==> config.mk <==
export PLATFORM = sky130hd
export DESIGN_NAME = hc161_seq_ctrl
export DESIGN_NICKNAME = d
export VERILOG_FILES = /design/src/rtl/hc161_seq_ctrl.sv
export SDC_FILE = /design/constraint.sdc
export NUM_CORES = 1
export LEC_CHECK = 0
export ABC_AREA = 1
export BUFFER_PORTS_ARGS = -buffer_cell sky130_fd_sc_hd__clkbuf_2
export CAP_MARGIN = 30
export CELL_PAD_IN_SITES_DETAIL_PLACEMENT = 1
export CELL_PAD_IN_SITES_GLOBAL_PLACEMENT = 2
export CORE_MARGIN = 5
export CORE_UTILIZATION = 27
export DETAILED_ROUTE_END_ITERATION = 6
export GPL_ROUTABILITY_DRIVEN = 0
export PLACE_DENSITY_LB_ADDON = 0.1
export SETUP_SLACK_MARGIN = 0.02
export SLEW_MARGIN = 20
export SYNTH_ARGS = -nofsm -noshare
export SYNTH_HDL_FRONTEND = slang
export SYNTH_SLANG_ARGS = --single-unit
==> constraint.sdc <==
create_clock -name CP -period 2.48 [get_ports CP]
set_input_delay 0.124 -clock CP [delete_from_list [all_inputs] [get_ports CP]]
set_output_delay 0.124 -clock CP [all_outputs]
set_load 0.005 [all_outputs]
==> src/rtl/hc161_seq_ctrl.sv <==
// rtl/hc161_seq_ctrl.sv - load/check/count sequencer for an external HC161 counter
// Optional stall watchdog enabled by defining HC161_SEQ_WATCHDOG_EN.
module hc161_seq_ctrl (
  input  logic       CP,
  input  logic       MR,
  input  logic       REQ,
  input  logic [3:0] PRESET,
  input  logic [3:0] TERM,
  input  logic       AUTO,
  input  logic       HOLD,
  input  logic       STOP,
  input  logic [3:0] Qn,
  output logic [3:0] Dn,
  output logic       PEN,
  output logic       CEP,
  output logic       CET,
  output logic       ACK,
  output logic       BUSY,
  output logic       DONE,
  output logic       ERR
);

  localparam logic [2:0] S_IDLE  = 3'd0;
  localparam logic [2:0] S_LOAD  = 3'd1;
  localparam logic [2:0] S_CHECK = 3'd2;
  localparam logic [2:0] S_COUNT = 3'd3;
  localparam logic [2:0] S_FIN   = 3'd4;

  logic [2:0] state;
  logic [3:0] preset_q;
  logic [3:0] term_q;
  logic       auto_q;
  logic       cnt_en;
  logic       stall_trip;

  // Enables drop combinationally on TERM so the counter parks exactly there.
  assign cnt_en = (state == S_COUNT) && !HOLD && (Qn != term_q);
  assign CEP    = cnt_en;
  assign CET    = cnt_en;
  assign PEN    = (state != S_LOAD);
  assign BUSY   = (state != S_IDLE);
  assign DONE   = (state == S_FIN);
  assign Dn     = preset_q;

`ifdef HC161_SEQ_WATCHDOG_EN
  logic [1:0] stall;
  logic [3:0] qn_prev;

  always_ff @(posedge CP) begin
    if (MR) begin
      stall   <= 2'd0;
      qn_prev <= 4'd0;
    end else begin
      qn_prev <= Qn;
      if (cnt_en && (Qn == qn_prev)) begin
        if (stall != 2'd3) stall <= stall + 2'd1;
      end else begin
        stall <= 2'd0;
      end
    end
  end

  assign stall_trip = (stall == 2'd3);
`else
  assign stall_trip = 1'b0;
`endif

  always_ff @(posedge CP) begin
    if (MR) begin
      state    <= S_IDLE;
      preset_q <= 4'd0;
      term_q   <= 4'd0;
      auto_q   <= 1'b0;
      ACK      <= 1'b0;
      ERR      <= 1'b0;
    end else begin
      ACK <= 1'b0;
      if (STOP && (state != S_IDLE)) begin
        state <= S_IDLE;
      end else begin
        case (state)
          S_IDLE: begin
            if (REQ) begin
              preset_q <= PRESET;
              term_q   <= TERM;
              auto_q   <= AUTO;
              ACK      <= 1'b1;
              ERR      <= 1'b0;
              state    <= S_LOAD;
            end
          end
          S_LOAD: state <= S_CHECK;
          S_CHECK: begin
            // A counter that did not take the load is a datapath fault.
            if (Qn == preset_q) begin
              state <= (preset_q == term_q) ? S_FIN : S_COUNT;
            end else begin
              ERR   <= 1'b1;
              state <= S_IDLE;
            end
          end
          S_COUNT: begin
            if (stall_trip) begin
              ERR   <= 1'b1;
              state <= S_IDLE;
            end else if (Qn == term_q) begin
              state <= S_FIN;
            end
          end
          S_FIN:   state <= auto_q ? S_LOAD : S_IDLE;
          default: state <= S_IDLE;
        endcase
      end
    end
  end

endmodule

# After elaboration in Yosys (flattened, before gate mapping)
# Cells that the tools add are included.
# totals
register_bits	14
in_bits	18
output_inout_bits	11
wordCells	42
# classes
n_eq_ne	12
muxes	10
n_bitwise	2
n_reduce_logical	12
# op_table
op	n
$pmux W3 S5	1
$eq A4 B4 Y1	3
$mux W3	4
$eq A3 B2 Y1 const B	2
$mux W1	4
$ne A2 B2 Y1 const B	2
$ne A4 B4 Y1	1
$reduce_and A4 Y1	1
$eq A3 B1 Y1 const B	1
$eq A3 B3 Y1 const B	1
$logic_and A1 B1 Y1	3
$logic_not A3 Y1	1
$ne A3 B1 Y1 const B	1
$reduce_and A3 Y1	1
$reduce_bool A3 Y1	1
$reduce_or A3 Y1	1
$ne A2 B1 Y1 const B	1
$not A1 Y1	2
$pmux W1 S2	1
$reduce_and A2 Y1	1
$reduce_bool A2 Y1	1
$reduce_or A2 Y1	1
$logic_not A1 Y1	1

# Longest topological paths before layout
# Gate-level depths: netlist of run 1.
# logic_depth
depth_word	4
depth_mapped	9
ltp_nobuf	9

# Worst setup path after synthesis of run 1
# Ideal clock, no wire load.
# synth_timing
path_type	register to output
start	register state[0]
end	output CET
arrival_ps	997
required_time_ps	2356
setup_slack_ps	1359
path_stages_with_launch	6
n_path_buf	1
cell_sequence	dfxtp_1 > nand2_1 > nor2_1 > nand2_1 > nor2_1 > buf_4
# synth_via
elab_chain_cells	3
# synth_lines
element	line_no	source
start: declaration	29	logic [2:0] state;
start signal: assignment	96	state <= (preset_q == term_q) ? S_FIN : S_COUNT;
start signal: assignment	110	S_FIN: state <= auto_q ? S_LOAD : S_IDLE;
$eq A3 B2 Y1	37	assign cnt_en = (state == S_COUNT) && !HOLD && (Qn != term_q);
$logic_and A1 B1 Y1 (2 in series)	37	
end: declaration	16	output logic CET,
# No other way between the ends.

# Final worst setup path of run 1
# Ends and elaborated chain as after synthesis.

==> metrics.txt, run 1 <==
outcome=completed; post-place instance area=981 sq um; Pleak=roughly 0.51 nW; CP max FO=4; # setup viols final=0; Slew Limit Headroom=0.772; total power=about 0.00073 W; Synth Cell Area=between 800 and 900 sq um; port bufs=28; row count=20; clk root buf=clkbuf_4; share of cells above drive strength 1=0.350; Nets=~160; total negative setup slack=0 ns; Synth top area share=0.341; Fin. Hold Viols=0; final instance area=between 1000 and 1500 sq um; pwr/cell area=between 700 and 800 nW/um^2; Num CTS Buffers=3; Initial Util=0.276; PostCTS Resize Cnt=0; Via density=between 4 and 5; First-pass DRT Iterations=4; largest cells by area after synthesis=dfxtp_1, nand2_1, a211oi_2; average wire per standard cell=between 10 and 15 microns; Die Y=between 60 and 70 microns; H-tree lvl count=1; # hold bufs at CTS=0; Synth Instances=between 100 and 150; Clock Skew=0.00145 ns; buffers and inverters on the worst path=1; Synth Warn #=0; clk sinks=14; crit-path leading delay family=simple AND/OR/NAND/NOR gates; Required @ worst endpoint=2.36 ns; synth unique cells=23; vias in the first global route=859; fin util=0.342; Tmin final=1.53 ns; Antenna Cells=0; max incr delay on CP=~0.46 ns; CP endpoint kind=output port; Critical-path top delay cell=dfxtp_1; Final ANT Viol Nets=0; largest net degree at the start of global routing=18; Tot GR Track Use=0.119; Area Overhead vs Synth=23.7%; fmax=between 600 and 700 MHz; CP arrival=~1.4 ns; final WL=approximately 2300 microns; worst setup path class=reg -> out; Setup Buffers After CTS=0; gr ovfl total=0; Clock Pin Slew Worst Setup and Hold Paths=around 0.1 ns; clock latency on the worst-skew pair=0.28 ns; Seq cells post-synth=14; Clock Tree Buf Depth=2; initial antenna violation count=0; Die Wd=65.2 microns; Via Count=~810; Mean Syn Cell Area=~7.2 sq um; register area share after synthesis=0.341; # IOs=29; drt drc=0; max-slew violations=0; syn_nets=around 130; ratio of final minimum period to clock period=0.616; Initial DRC Count=7; worst hold path type=in -> reg; cell breakdown of the critical path=nand2_1, nor2_1, nand2_1, nor2_1, clkbuf_2; first-pass GRT wire length=just under 4000 microns; cell taking the most area after synthesis=dfxtp_1; area of the core=between 2000 and 3000 sq um; hpwl dp=1780 microns; die area=roughly 4200 sq um; Max Cap Viol=0; Worst Max-Slew Pin Slew=~0.34 ns; CTS tree=built; RSZ-0062 raised after global routing=false; worst vdd rail ir drop=slightly above 200 uV; Setup crit start kind=flip-flop
-- path summary, 6_finish.rpt --
check / start / to / slack [ns] / cells past startpoint
setup / recovery: state[0]$_SDFFE_PP0P_ / CET / 0.95 / 5
hold / removal: PRESET[2] / Dn[2]$_SDFFE_PP0P_ / 0.09 / 3
setup reg to reg: state[0]$_SDFFE_PP0P_ / ERR$_SDFFE_PP0P_ / 1.20 / 5
hold reg to reg: auto_q$_SDFFE_PP0P_ / auto_q$_SDFFE_PP0P_ / 0.47 / 2
-- report_power, final --
group	total (W)	switching (W)	internal [W]
Clock	0.000173	0.0000838	0.0000894
Combinational	0.000261	0.000157	0.000104
Sequential	0.000298	0.0000390	0.000259
Total	0.000731	0.000280	0.000452
-- cells in the mapped netlist (all sizes together) --
| cell type | n |
|---|---|
| nand2 | 32 |
| nor2 | 17 |
| dfxtp | 14 |
| inv | 14 |
| a21oi | 8 |
| nand3 | 6 |
| a211oi | 5 |
| nand4 | 5 |
| xor2 | 5 |
| buf | 2 |
| xnor2 | 2 |
| a31oi | 1 |
| clkbuf | 1 |
| nor3 | 1 |
| o21ai | 1 |
-- cell families (layout without fill, tap and decap cells) --
| logic type | Yosys count | count (layout) | synth area share |
|---|---|---|---|
| buf+inv | 17 | 46 | 0.0913 |
| compound gates | 15 | 15 | 0.143 |
| flops | 14 | 14 | 0.341 |
| xor+xnor | 7 | 7 | 0.0746 |
| simple gates | 61 | 61 | 0.350 |
-- per-layer routing --
| metal | track usage | share of wire | vias to the layer above |
|---|---|---|---|
| met5 | 0 | 0 | - |
| met4 | 0.0544 | 0.0084 | 0 |
| met3 | 0.0239 | 0.054 | 2 |
| met1 | 0.149 | 0.46 | 368 |
| met2 | 0.196 | 0.48 | 17 |
| li1 | - | - | 425 |
-- placed cells by master, fill, tap and decap left out, drive strengths merged --
master and n:
o21ai 1, xnor2 2, a211oi 5, nor3 1, nand2 32, xor2 5, inv 14, a31oi 1
nor2 17, clkbuf 32, a21oi 8, nand4 5, nand3 6, dfxtp 14
-- area by class of cell --
class	instances	area [sq um]
clock buffers	4	36.3
inverters	14	52.6
repair buffers	28	140
multi-input cells	83	467
fillers	379	1960
well taps	33	41.3
flip-flops and latches	14	280
-- worst reg2reg max path: stages, from the launching register on --
cell and delay (ns):
dfxtp_1 0.38, nor2_4 0.22, nand3_4 0.25, nand2_1 0.14, nand3_1 0.09, a21oi_1 0.12
-- registers in the layout, indices dropped and copies added (netlist names) --
signal,cells
ERR,1
auto_q,1
Dn,4
ACK,1
state,3
term_q,4
-- metrics by stage --
step	hold slack (ns)	std cells	worst slack (ns)
after floorplan	0.197	114	1.36
after global placement	0.397	172	1.23
after detailed placement	0.399	172	1.20
after CTS	0.0874	176	0.932
after global routing	0.0753	176	0.769
final	0.0904	176	0.952
Power figures use the tool's default switching activity.
==> run 2: changes to the inputs <==
ABC_AREA = 0   (was 1)
CORE_UTILIZATION = 22   (was 27)
clock period = 1.4 ns   (was 2.48 ns; I/O delays follow)
==> metrics.txt, run 2 <==
most numerous cell in the Yosys netlist=nand2_1; largest cells by area after synthesis=dfxtp_1, xor2_1, nand2_1; commonest non-fill, non-tap cell in the layout=clkbuf_2; Nets=between 100 and 150; initial antenna violation count=0; CP max FO=2; Hold Worst Slack=0.00971 ns; Synth Warn #=0; gr ovfl total=0; post-place instance area=~940 sq um; max-slew violations=0; # setup viols final=5; cell taking the most area after synthesis=dfxtp_1; R2R depth=6; Max Cap Viol=0; Worst Hold Depth=3; CTS tree=built; Synth Instances=86; ys flop type=dfxtp_1; failing checks=setup timing; Initial Util=0.231; Mean Syn Cell Area=just over 8 sq um; pwr/cell area=~1000 nW/um^2; met1 Resource Use GR=0.118; Clock Tree Buf Depth=2; Cells after DPL=around 160; clk root buf=clkbuf_4; met3 Resource Use GR=0.0287; Via density=around 4.3; Seq cells post-synth=14; Seq. cell area=~290 sq um; # IOs=29; average wire per standard cell=~12 microns; final WL=roughly 2100 microns; Clock Skew=about 0.00063 ns; Area Overhead vs Synth=57.2%; top cells by count, synth=nand2_1, dfxtp_1, xor2_1; worst setup path class=reg -> out; Synth Cell Area=slightly above 700 sq um; area of the core=about 3000 sq um; synth unique cells=24; largest net degree at the start of global routing=14; Via Count=751; Tot GR Track Use=0.105; outcome=finished, violations left; CP arrival=approximately 1.5 ns; Num CTS Buffers=3; most frequent cells in the layout=clkbuf_2, nand2_1, xor2_1; reg2reg setup slack=-0.13 ns; fin cells=around 170; Required @ worst endpoint=approximately 1.3 ns; Pleak=between 0.5 and 0.6 nW; Post-synth EDFFs=0; H-tree lvl count=1; met2 demand-to-capacity share in global routing=0.182; Fin. Hold Viols=0; hpwl dp=1610 microns; First-pass DRT Iterations=2; number of fill cells=around 390; first-pass GRT wire length=3530 microns; Setup crit start kind=flip-flop; worst setup margin=-0.172 ns; ratio of final minimum period to clock period=1.12; clock latency on the worst-skew pair=roughly 0.28 ns; Antenna Cells=0; gr busiest metal=met2; clk sinks=14; register area share after synthesis=0.394; Clock Pin Slew Worst Setup and Hold Paths=roughly 0.09 ns; Async SR Flop Fraction=0; RR Startpoint=term_q[0]$_SDFFE_PP0P_; Die Wd=66.8 microns; area of the multi-input gates=between 400 and 500 sq um; row count=20; Worst Max-Slew Pin Slew=slightly above 0.3 ns; port bufs=28; worst vdd rail ir drop=between 300 and 400 uV; fmax=about 640 MHz; die area=approximately 4500 sq um; Synth top area share=0.394; worst hold path type=in -> reg; Slew Limit Headroom=0.795; drt drc=0; Final ANT Viol Nets=0; share of cells above drive strength 1=0.400; syn_nets=~100; Die Y=about 67 microns; RSZ-0062 raised after global routing=true; Hold Crit Endpoint=Dn[0]$_SDFFE_PP0P_; FF-to-FF End=state[0]$_SDFFE_PP0P_; Tmin final=roughly 1.6 ns; final instance area=1120 sq um; vias in the first global route=800; worst hold start=PRESET[0]; Initial DRC Count=17; CP endpoint kind=output port
-- run 2: cell types whose count changed after synthesis, moves of 5 or more --
cell      change
nor2_1       -12
nand2_1      -10
inv_1         -7
xor2_1        +7
a211oi_2      -5
inv_2         -5
nand4_1       -5
-- run 2: logic make-up after synthesis --
logic type	count (synthesis)	share of synthesized area
buffers and inverters	6	0.0387
AOI/OAI and AO/OA	16	0.143
and+or+nand+nor	38	0.276
DFF	14	0.394
xor gates and xnor gates	12	0.148
-- run 2: where the power goes --
group / switching, W / leakage [nW] / internal (W)
registers: 0.0000351 / 0.116 / 0.000435
clock network: 0.000143 / 0.0210 / 0.000158
logic: 0.000153 / 0.379 / 0.000172
total: 0.000330 / 0.516 / 0.000764
-- run 2: final cells by class --
type                            instances  share of cell area
Inverter                                2             0.00672
Timing Repair Buffer                   44               0.265
Multi-Input combinational cell         66               0.391
Sequential cell                        14               0.255
Clock buffer                            4              0.0325
Tap cell                               44              0.0493
-- run 2: worst max-delay path: stages, from the launching register on --
cell and delay (ns):
dfxtp_2 0.33, xor2_1 0.16, o41a_1 0.47, nor2b_4 0.15, clkbuf_2 0.10
-- run 2: what timing repair did --
item,CTS,global route
endpoints found under the hold margin,7,1
resized for setup,9,5
hold buffers,7,1
pin swaps,3,2
endpoints found under the setup margin,4,16
buffers inserted,3,1
-- run 2: through the flow --
step | util | total power [W] | setup TNS (ns) | setup WS, ns
2_1_floorplan | - | 0.000625 | 0 | 0.123
6_report | 0.363 | 0.00109 | -0.611 | -0.172
3_5_place_dp | 0.304 | 0.000768 | 0 | 0.0380
4_1_cts | 0.356 | 0.00111 | -0.675 | -0.192
5_1_grt | 0.363 | 0.00118 | -0.866 | -0.234
3_3_place_gp | 0.304 | 0.000767 | 0 | 0.0123
-- run 2: worst max-delay path by stage --
stage	endpoint	depth (start not counted)	slack, ns	start
floorplan	CET	4	0.12	term_q[3]$_SDFFE_PP0P_
global placement	state[0]$_SDFFE_PP0P_	4	0.01	term_q[3]$_SDFFE_PP0P_
detailed placement	state[0]$_SDFFE_PP0P_	4	0.04	term_q[3]$_SDFFE_PP0P_
CTS	CET	4	-0.19	term_q[0]$_SDFFE_PP0P_
global route	CET	4	-0.23	term_q[0]$_SDFFE_PP0P_
finish	CET	4	-0.17	term_q[0]$_SDFFE_PP0P_
-- run 2: layer usage --
metal / part of all wire / wire (microns) / vias to the layer above
met5: 0 / 0 / -
met4: 0.0081 / 17 / 0
met3: 0.059 / 124 / 2
met2: 0.51 / 1080 / 15
met1: 0.42 / 891 / 356
li1: - / - / 378
==> run 3: changes to the inputs <==
ABC_CLOCK_PERIOD_IN_PS = 1400   (was default)
REMOVE_ABC_BUFFERS = 1   (was default)
==> metrics.txt, run 3 (synthesis results as in run 2) <==
outcome=finished, violations left; failing checks=setup timing; number of fill cells=~380; Tmin final=around 1.6 ns; area of the core=between 3000 and 4000 sq um; pwr/cell area=just over 900 nW/um^2; Critical-path top delay cell=o41a_1; die area=4470 sq um; final instance area=between 1000 and 1500 sq um; max incr delay on CP=roughly 0.47 ns; area of the multi-input gates=~500 sq um; Slew Limit Headroom=0.687; Die Y=approximately 67 microns; # setup viols final=5; CP max FO=3; fin util=0.374; Via density=4.40; Area Overhead vs Synth=61.8%; cell breakdown of the critical path=xor2_1, o41a_1, nor2b_4, clkbuf_2; Final ANT Viol Nets=0; worst hold path type=in -> reg; largest net degree at the start of global routing=14; Via Count=about 750; Clock Pin Slew Worst Setup and Hold Paths=~0.080 ns; RSZ-0062 raised after global routing=true; gr ovfl total=0; Worst Max-Slew Pin Slew=0.465 ns; Nets=147; Pleak=approximately 0.51 nW; Setup crit start kind=flip-flop; row count=20; drt drc=0; port bufs=28; clock latency on the worst-skew pair=between 0.2 and 0.3 ns; max-slew violations=0; Antenna Cells=0; First-pass DRT Iterations=2; fin cells=171; worst setup margin=-0.153 ns; total negative setup slack=-0.562 ns; CP endpoint kind=output port; initial antenna violation count=0; fmax=around 640 MHz; Tot GR Track Use=0.109; clk root buf=clkbuf_4; vias in the first global route=773; Die Wd=66.8 microns; Num CTS Buffers=3; ratio of final minimum period to clock period=1.11; most frequent cells in the layout=clkbuf_2, nand2_1, a21oi_1; final WL=around 2200 microns; Required @ worst endpoint=1.33 ns; # IOs=29; worst setup path class=reg -> out; H-tree lvl count=1; Fin. Hold Viols=0; share of cells above drive strength 1=0.480; Max Cap Viol=0; CTS tree=built; Clock Skew=0.00634 ns; commonest non-fill, non-tap cell in the layout=clkbuf_2; Initial Util=0.231; Clock Tree Buf Depth=2; clk sinks=14; Cells after DPL=158; average wire per standard cell=13.1 microns; total power=approximately 0.0011 W; Seq. cell area=about 300 sq um; post-place instance area=about 930 sq um; hpwl dp=between 1500 and 2000 microns; first-pass GRT wire length=approximately 3600 microns; Initial DRC Count=17; worst vdd rail ir drop=a little under 500 uV; CP arrival=1.48 ns
run 3: changes by cell type in the layout (fill, tap and decap cells not counted), sizes merged:
cell,change
buf,+1
dlygate4sd3,-3
clkbuf,-1
run 3: what timing repair did:
action | CTS | global route
hold buffers | 4 | 1
buffers inserted | 3 | 2
pin swaps | 1 | 8
resized for setup | 6 | 21
hold endpoints to repair | 4 | 1
endpoints found under the setup margin | 2 | 16
run 3: cell type report:
cell class,count,share of cell area
multi-input combinational,66,0.431
clock buffer,3,0.0196
inverter,2,0.00653
tap,44,0.0479
sequential,14,0.257
timing repair buffer,42,0.238
run 3: worst max-delay path: cells and delay by family, from the launching register on:
| kind | cells | cell delay, ns |
|---|---|---|
| simple gates | 1 | 0.15 |
| xor+xnor | 1 | 0.15 |
| compound gates | 1 | 0.47 |
| buf+inv | 1 | 0.10 |
| flops | 1 | 0.34 |
run 3: path summary, 6_finish.rpt:
kind,from,to,slack (ns),cells after the start
worst max register to register,term_q[3]$_SDFFE_PP0P_,state[0]$_SDFFE_PP0P_,-0.12,6
worst max-delay path,term_q[3]$_SDFFE_PP0P_,CEP,-0.15,4
worst min-delay path,PRESET[0],Dn[0]$_SDFFE_PP0P_,0.002,3
worst min register to register,auto_q$_SDFFE_PP0P_,auto_q$_SDFFE_PP0P_,0.46,2
run 3: power breakdown:
part / internal, W / switching [W]
combinational: 0.000180 / 0.000170
clock: 0.0000997 / 0.000130
sequential: 0.000436 / 0.0000399
run 3: routing by layer:
layer  GRT usage  part of all wire  vias to the layer above
met5           0                 0                        -
met4      0.0228            0.0049                        0
met3      0.0422             0.044                        2
met2       0.191              0.51                       18
met1       0.124              0.44                      364
li1            -                 -                      369
run 3: stage by stage:
step	setup slack (ns)	hold WS (ns)
final	-0.153	0.00239
after global routing	-0.218	-0.00463
after CTS	-0.162	0.000599
after detailed placement	0.0399	0.300
after global placement	0.0147	0.295
after floorplan	0.144	0.136
